File: src/rtl/stopwatch_up_counter_mmss.sv
// Up-counting MM:SS BCD stopwatch driven by a 1 ms strobe, with start/stop,
// pause, lap-freeze and clear; whole seconds are derived internally.
module stopwatch_up_counter_mmss #(
   parameter int MSEC_PER_SEC = 1000,
   parameter int SUB_W        = 10
) (
   input  logic       clk,
   input  logic       reset_p,
   input  logic       clk_msec,
   input  logic       btn_start_stop,
   input  logic       btn_lap,
   input  logic       btn_clear,
   output logic [3:0] min10,
   output logic [3:0] min1,
   output logic [3:0] sec10,
   output logic [3:0] sec1,
   output logic       running,
   output logic       lap_active,
   output logic       hour_clk
);

   typedef enum logic [1:0] {
      IDLE  = 2'd0,
      RUN   = 2'd1,
      PAUSE = 2'd2
   } state_t;

   localparam logic [SUB_W-1:0] SUB_MAX = SUB_W'(MSEC_PER_SEC - 1);

   state_t           state_q, state_d;
   logic [SUB_W-1:0] sub_q, sub_d;
   logic [3:0]       min10_q, min10_d, min1_q, min1_d;
   logic [3:0]       sec10_q, sec10_d, sec1_q, sec1_d;
   logic [3:0]       lap_min10_q, lap_min10_d, lap_min1_q, lap_min1_d;
   logic [3:0]       lap_sec10_q, lap_sec10_d, lap_sec1_q, lap_sec1_d;
   logic             lap_active_q, lap_active_d;
   logic             hour_clk_q, hour_clk_d;
   logic             sec_tick;
   logic             lap_toggle;

   always_comb begin
      state_d      = state_q;
      sub_d        = sub_q;
      min10_d      = min10_q;
      min1_d       = min1_q;
      sec10_d      = sec10_q;
      sec1_d       = sec1_q;
      lap_min10_d  = lap_min10_q;
      lap_min1_d   = lap_min1_q;
      lap_sec10_d  = lap_sec10_q;
      lap_sec1_d   = lap_sec1_q;
      lap_active_d = lap_active_q;
      hour_clk_d   = 1'b0;
      sec_tick     = 1'b0;
      lap_toggle   = 1'b0;

      // Only the highest-priority button that is legal in the current state acts.
      case (state_q)
         IDLE: begin
            if (btn_clear) begin
               state_d = IDLE;
            end else if (btn_start_stop) begin
               state_d = RUN;
               sub_d   = '0;
            end
         end
         RUN: begin
            if (clk_msec) begin
               if (sub_q >= SUB_MAX) begin
                  sub_d    = '0;
                  sec_tick = 1'b1;
               end else begin
                  sub_d = sub_q + SUB_W'(1);
               end
            end
            if (btn_start_stop) begin
               state_d = PAUSE;
            end else if (btn_lap) begin
               lap_toggle = 1'b1;
            end
         end
         PAUSE: begin
            if (btn_clear) begin
               state_d      = IDLE;
               sub_d        = '0;
               min10_d      = '0;
               min1_d       = '0;
               sec10_d      = '0;
               sec1_d       = '0;
               lap_min10_d  = '0;
               lap_min1_d   = '0;
               lap_sec10_d  = '0;
               lap_sec1_d   = '0;
               lap_active_d = 1'b0;
            end else if (btn_start_stop) begin
               state_d = RUN;
            end else if (btn_lap) begin
               lap_toggle = 1'b1;
            end
         end
         default: state_d = IDLE;
      endcase

      // Lap capture reads the registered digits, so a coincident tick is not seen.
      if (lap_toggle) begin
         if (!lap_active_q) begin
            lap_min10_d  = min10_q;
            lap_min1_d   = min1_q;
            lap_sec10_d  = sec10_q;
            lap_sec1_d   = sec1_q;
            lap_active_d = 1'b1;
         end else begin
            lap_active_d = 1'b0;
         end
      end

      if (sec_tick) begin
         if (sec1_q < 4'd9) begin
            sec1_d = sec1_q + 4'd1;
         end else begin
            sec1_d = 4'd0;
            if (sec10_q < 4'd5) begin
               sec10_d = sec10_q + 4'd1;
            end else begin
               sec10_d = 4'd0;
               if (min1_q < 4'd9) begin
                  min1_d = min1_q + 4'd1;
               end else begin
                  min1_d = 4'd0;
                  if (min10_q < 4'd5) begin
                     min10_d = min10_q + 4'd1;
                  end else begin
                     min10_d    = 4'd0;
                     hour_clk_d = 1'b1;
                  end
               end
            end
         end
      end
   end

   always_ff @(posedge clk or posedge reset_p) begin
      if (reset_p) begin
         state_q      <= IDLE;
         sub_q        <= '0;
         min10_q      <= '0;
         min1_q       <= '0;
         sec10_q      <= '0;
         sec1_q       <= '0;
         lap_min10_q  <= '0;
         lap_min1_q   <= '0;
         lap_sec10_q  <= '0;
         lap_sec1_q   <= '0;
         lap_active_q <= 1'b0;
         hour_clk_q   <= 1'b0;
      end else begin
         state_q      <= state_d;
         sub_q        <= sub_d;
         min10_q      <= min10_d;
         min1_q       <= min1_d;
         sec10_q      <= sec10_d;
         sec1_q       <= sec1_d;
         lap_min10_q  <= lap_min10_d;
         lap_min1_q   <= lap_min1_d;
         lap_sec10_q  <= lap_sec10_d;
         lap_sec1_q   <= lap_sec1_d;
         lap_active_q <= lap_active_d;
         hour_clk_q   <= hour_clk_d;
      end
   end

   assign min10      = lap_active_q ? lap_min10_q : min10_q;
   assign min1       = lap_active_q ? lap_min1_q  : min1_q;
   assign sec10      = lap_active_q ? lap_sec10_q : sec10_q;
   assign sec1       = lap_active_q ? lap_sec1_q  : sec1_q;
   assign running    = (state_q == RUN);
   assign lap_active = lap_active_q;
   assign hour_clk   = hour_clk_q;

endmodule

File: config.mk
export PLATFORM = sky130hd
export DESIGN_NAME = stopwatch_up_counter_mmss
export DESIGN_NICKNAME = d
export VERILOG_FILES = /design/src/rtl/stopwatch_up_counter_mmss.sv
export SDC_FILE = /design/constraint.sdc
export NUM_CORES = 1
export LEC_CHECK = 0
export CAP_MARGIN = 0
export CORE_UTILIZATION = 25
export CTS_BUF_LIST = sky130_fd_sc_hd__clkbuf_4 sky130_fd_sc_hd__clkbuf_8
export DETAILED_ROUTE_END_ITERATION = 6
export HOLD_SLACK_MARGIN = 0.15
export PLACE_DENSITY_LB_ADDON = 0.15
export SYNTH_ARGS = -nofsm -noshare
export SYNTH_HDL_FRONTEND = slang
export SYNTH_SLANG_ARGS = --single-unit
File: constraint.sdc
create_clock -name clk -period 6.1 [get_ports clk]
set_input_delay 0.915 -clock clk [delete_from_list [all_inputs] [get_ports clk]]
set_output_delay 0.915 -clock clk [all_outputs]
set_load 0.01 [all_outputs]
==> impl_results.md <==
* Tightest hold margin at 0.527 ns
* Via count at 1989
* Hold Buf Count CTS at 0
* CTS resizes at 0
* Initial core utilization at 25.9%
* Finished Cell Area at 3000 µm²
* Most frequent cell after synthesis: nand2_1
* Clock sinks at 46
* Ys async rst share at 100%
* Part of the Yosys area used for sequential elements at 45.5%
* Slew @ Worst Pin at 1.04 ns
* Yosys top cell area share at 45.5%
* Drt wl/cell at 13.4 µm
* Gpl congestion at 0.752
* Worst hold path class: flip-flop to flip-flop
* Most used DFF post-synth: dfrtp_1
* Number of synthesized flops with an enable pin at 0
* WS Path Type: flip-flop to primary output
* Mapped Nets at 305
* Period utilization at 51.3%
* Combinational group share of total power at 17.4%
* Slowest library cell on the worst path: dfrtp_1
* Port bufs at 24
* Initial antenna violation count at 0
* CP delay by family, top: flip-flops
* Top post-synthesis cells by count: 56 x nand2_1, 46 x dfrtp_1, 42 x o21ai_0
* Peak Freq at 0.320 GHz
* Yosys cell types at 40
* Static Leak at 1.27 nW
* Max FO, Critical Path at 27
* First-pass GRT wire length at 9830 µm
* # nets final at 325
* TritonCTS clock tree: yes
* Rows at 36
* Switching Share at 30.9%
* Switching power at 0.000202 W
* Place WS at 3.16 ns
* Core footprint at 9770 µm²
* # Max-Cap Violations at 0
* Area after DPL at 2900 µm²
* Ant. Diodes at 0
* Reg clk slew, reported paths at 0.09 ns
* Vias/cell at 4.52
* Setup bufs post-CTS at 0
* Largest net degree at the start of global routing at 47
* Clk buf depth at 2
* Layout area overhead at 18.4%
* Pwr per Cell Area at 218 nW/µm²
* Final wirelength at 5880 µm
* Setup violations, final at 0
* Hold Vio Cnt, Final at 0
* Status: complete, no violations
* Yosys reg bits at 46
* Cell taking the most area after synthesis: dfrtp_1
* Setup Skew at 0.0129 ns
* Unrepaired setup endpoints after global routing: false
* Die Wd at 103 µm
* Tot Pwr at 0.000654 W
* Clock Latency Late Sink at 0.30 ns
* HPWL after DPL at 3890 µm
* Num CTS Buffers at 5
* Filler instances at 1058
* Die area at 10500 µm²
* Yosys warns at 0
* Buf/Inv on CP at 1
* Grt ovf at 0
* Overall Global Routing Usage at 12.2%
* CP max stage delay at 1.01 ns
* Clock root buffer master: clkbuf_8
* Setup Total Neg Slack at 0 ns
* Critical Path End Type: primary output
* Cell Area, Synth at 2530 µm²
* Synth area leaders: dfrtp_1 45%, nand2_1 8.3%, o21ai_0 8.3%
* Syn Area/Cell at 8.85 µm²
* Post-route ant nets at 0
* Critical Path RT at 5.18 ns
* Mapped Cells at 286
* Int Power at 0.000451 W
* Iter 0 DRT Violations at 61
* Die Y at 103 µm
* WP data arrival at 2.21 ns
* Peak VDD IR at 0.0830 mV
* Sequential power share at 52.4%
* Share of layout cells above drive strength 1 at 9.45%
* Max-slew violations at 0
* Worst Setup Start Kind: flip-flop
* Vias in the first global route at 1973
* Top Ports at 25
* DR pass1 iterations at 4
* Worst path cell trace: mux2_2 -> clkdlybuf4s50_1
* Setup WS post-layout at 2.97 ns
* DRC Markers at 0
* Slew margin rel. at 30.7%
* Clk pwr share at 30.2%
* Fin crit period at 3.13 ns
* H-tree depth at 2
==> layer usage <==
layer	vias up	GRT usage [%]	share of wire, %
met1	947	16.6	53
met3	4	2.51	2.1
met4	0	3.96	1.4
li1	1021	-	-
met2	17	19.4	44
met5	-	0	0
==> power groups by stage <==
stage | logic, W | clock network [W] | registers, W
CTS | 0.000116 | 0.000209 | 0.000343
floorplan | 0.0000903 | 0 | 0.000332
finish | 0.000114 | 0.000197 | 0.000343
detailed placement | 0.000116 | 0 | 0.000348
global route | 0.000129 | 0.000222 | 0.000347
global placement | 0.000116 | 0 | 0.000349
==> worst reg2reg max path, delay by kind of cell (launching register included) <==
| kind | cells | cell delay [ns] |
|---|---|---|
| AOI/OAI and AO/OA | 2 | 0.31 |
| adders and majority gates | 1 | 0.26 |
| DFF | 1 | 0.40 |
| muxes | 1 | 0.34 |
| and+or+nand+nor | 2 | 0.95 |
==> cells in the final DEF (no fill, tap or decap), types with 2 or more instances in the layout <==
cell / n
a21oi_1: 6
or3_1: 2
nand2_1: 56
a211oi_1: 2
or2_2: 3
dfrtp_1: 46
o21ai_0: 42
nand4_1: 6
mux2_2: 9
nand2b_1: 10
nor3_1: 5
a21o_1: 3
o21bai_1: 2
ha_1: 13
nor3b_1: 2
inv_1: 15
o31ai_1: 3
xor2_1: 4
nand3_1: 15
clkdlybuf4s50_1: 24
nor2_1: 10
buf_4: 2
clkbuf_8: 6
nor2b_1: 2
==> cell type report <==
type	count	area, µm²	share of cell area (%)
Multi-Input combinational cell	211	1270	42.4
Sequential cell	46	1150	38.4
Timing Repair Buffer	26	255	8.51
Tap cell	133	166	5.55
Clock buffer	6	82.6	2.75
Inverter	16	60.1	2.00
Clock inverter	2	12.5	0.417
==> flip-flops by register name, summed over array words and instances, names as in the netlist, 2 cells and up <==
register,flops
sub_q,10
lap_min10_q,4
lap_min1_q,4
lap_sec10_q,4
lap_sec1_q,4
min10_q,4
min1_q,4
sec10_q,4
sec1_q,4
state_q,2
==> logic make-up (layout without fill, tap and decap cells) <==
kind of cell	Yosys count	in the layout	synth area share (%)
mux	11	11	4.99
fa+ha+maj	13	13	6.42
buf+inv	29	50	4.64
simple gates	119	119	22.6
flops	46	46	45.5
xor+xnor	4	4	1.38
compound gates	64	64	14.5
==> path summary, 6_finish.rpt <==
path / startpoint / end / slack [ns] / depth (start not counted)
min in group asynchronous: reset_p / hour_clk / 1.18 / 2
hold / removal: lap_min10_q[2] / lap_min10_q[2] / 0.53 / 2
max in group asynchronous: reset_p / lap_sec1_q[1] / 4.26 / 2
setup reg to reg: sub_q[0] / min1_q[2] / 3.72 / 6
hold reg to reg: lap_min10_q[2] / lap_min10_q[2] / 0.53 / 2
setup / recovery: lap_active / min1[3] / 2.97 / 2
==> metrics by stage <==
stage               instances  util [%]
finish                    440      30.7
global route              440      30.7
CTS                       440      30.7
detailed placement        432      29.7
global placement          432      29.7
floorplan                 286         -
No activity file was read; power rests on OpenSTA's default activity.
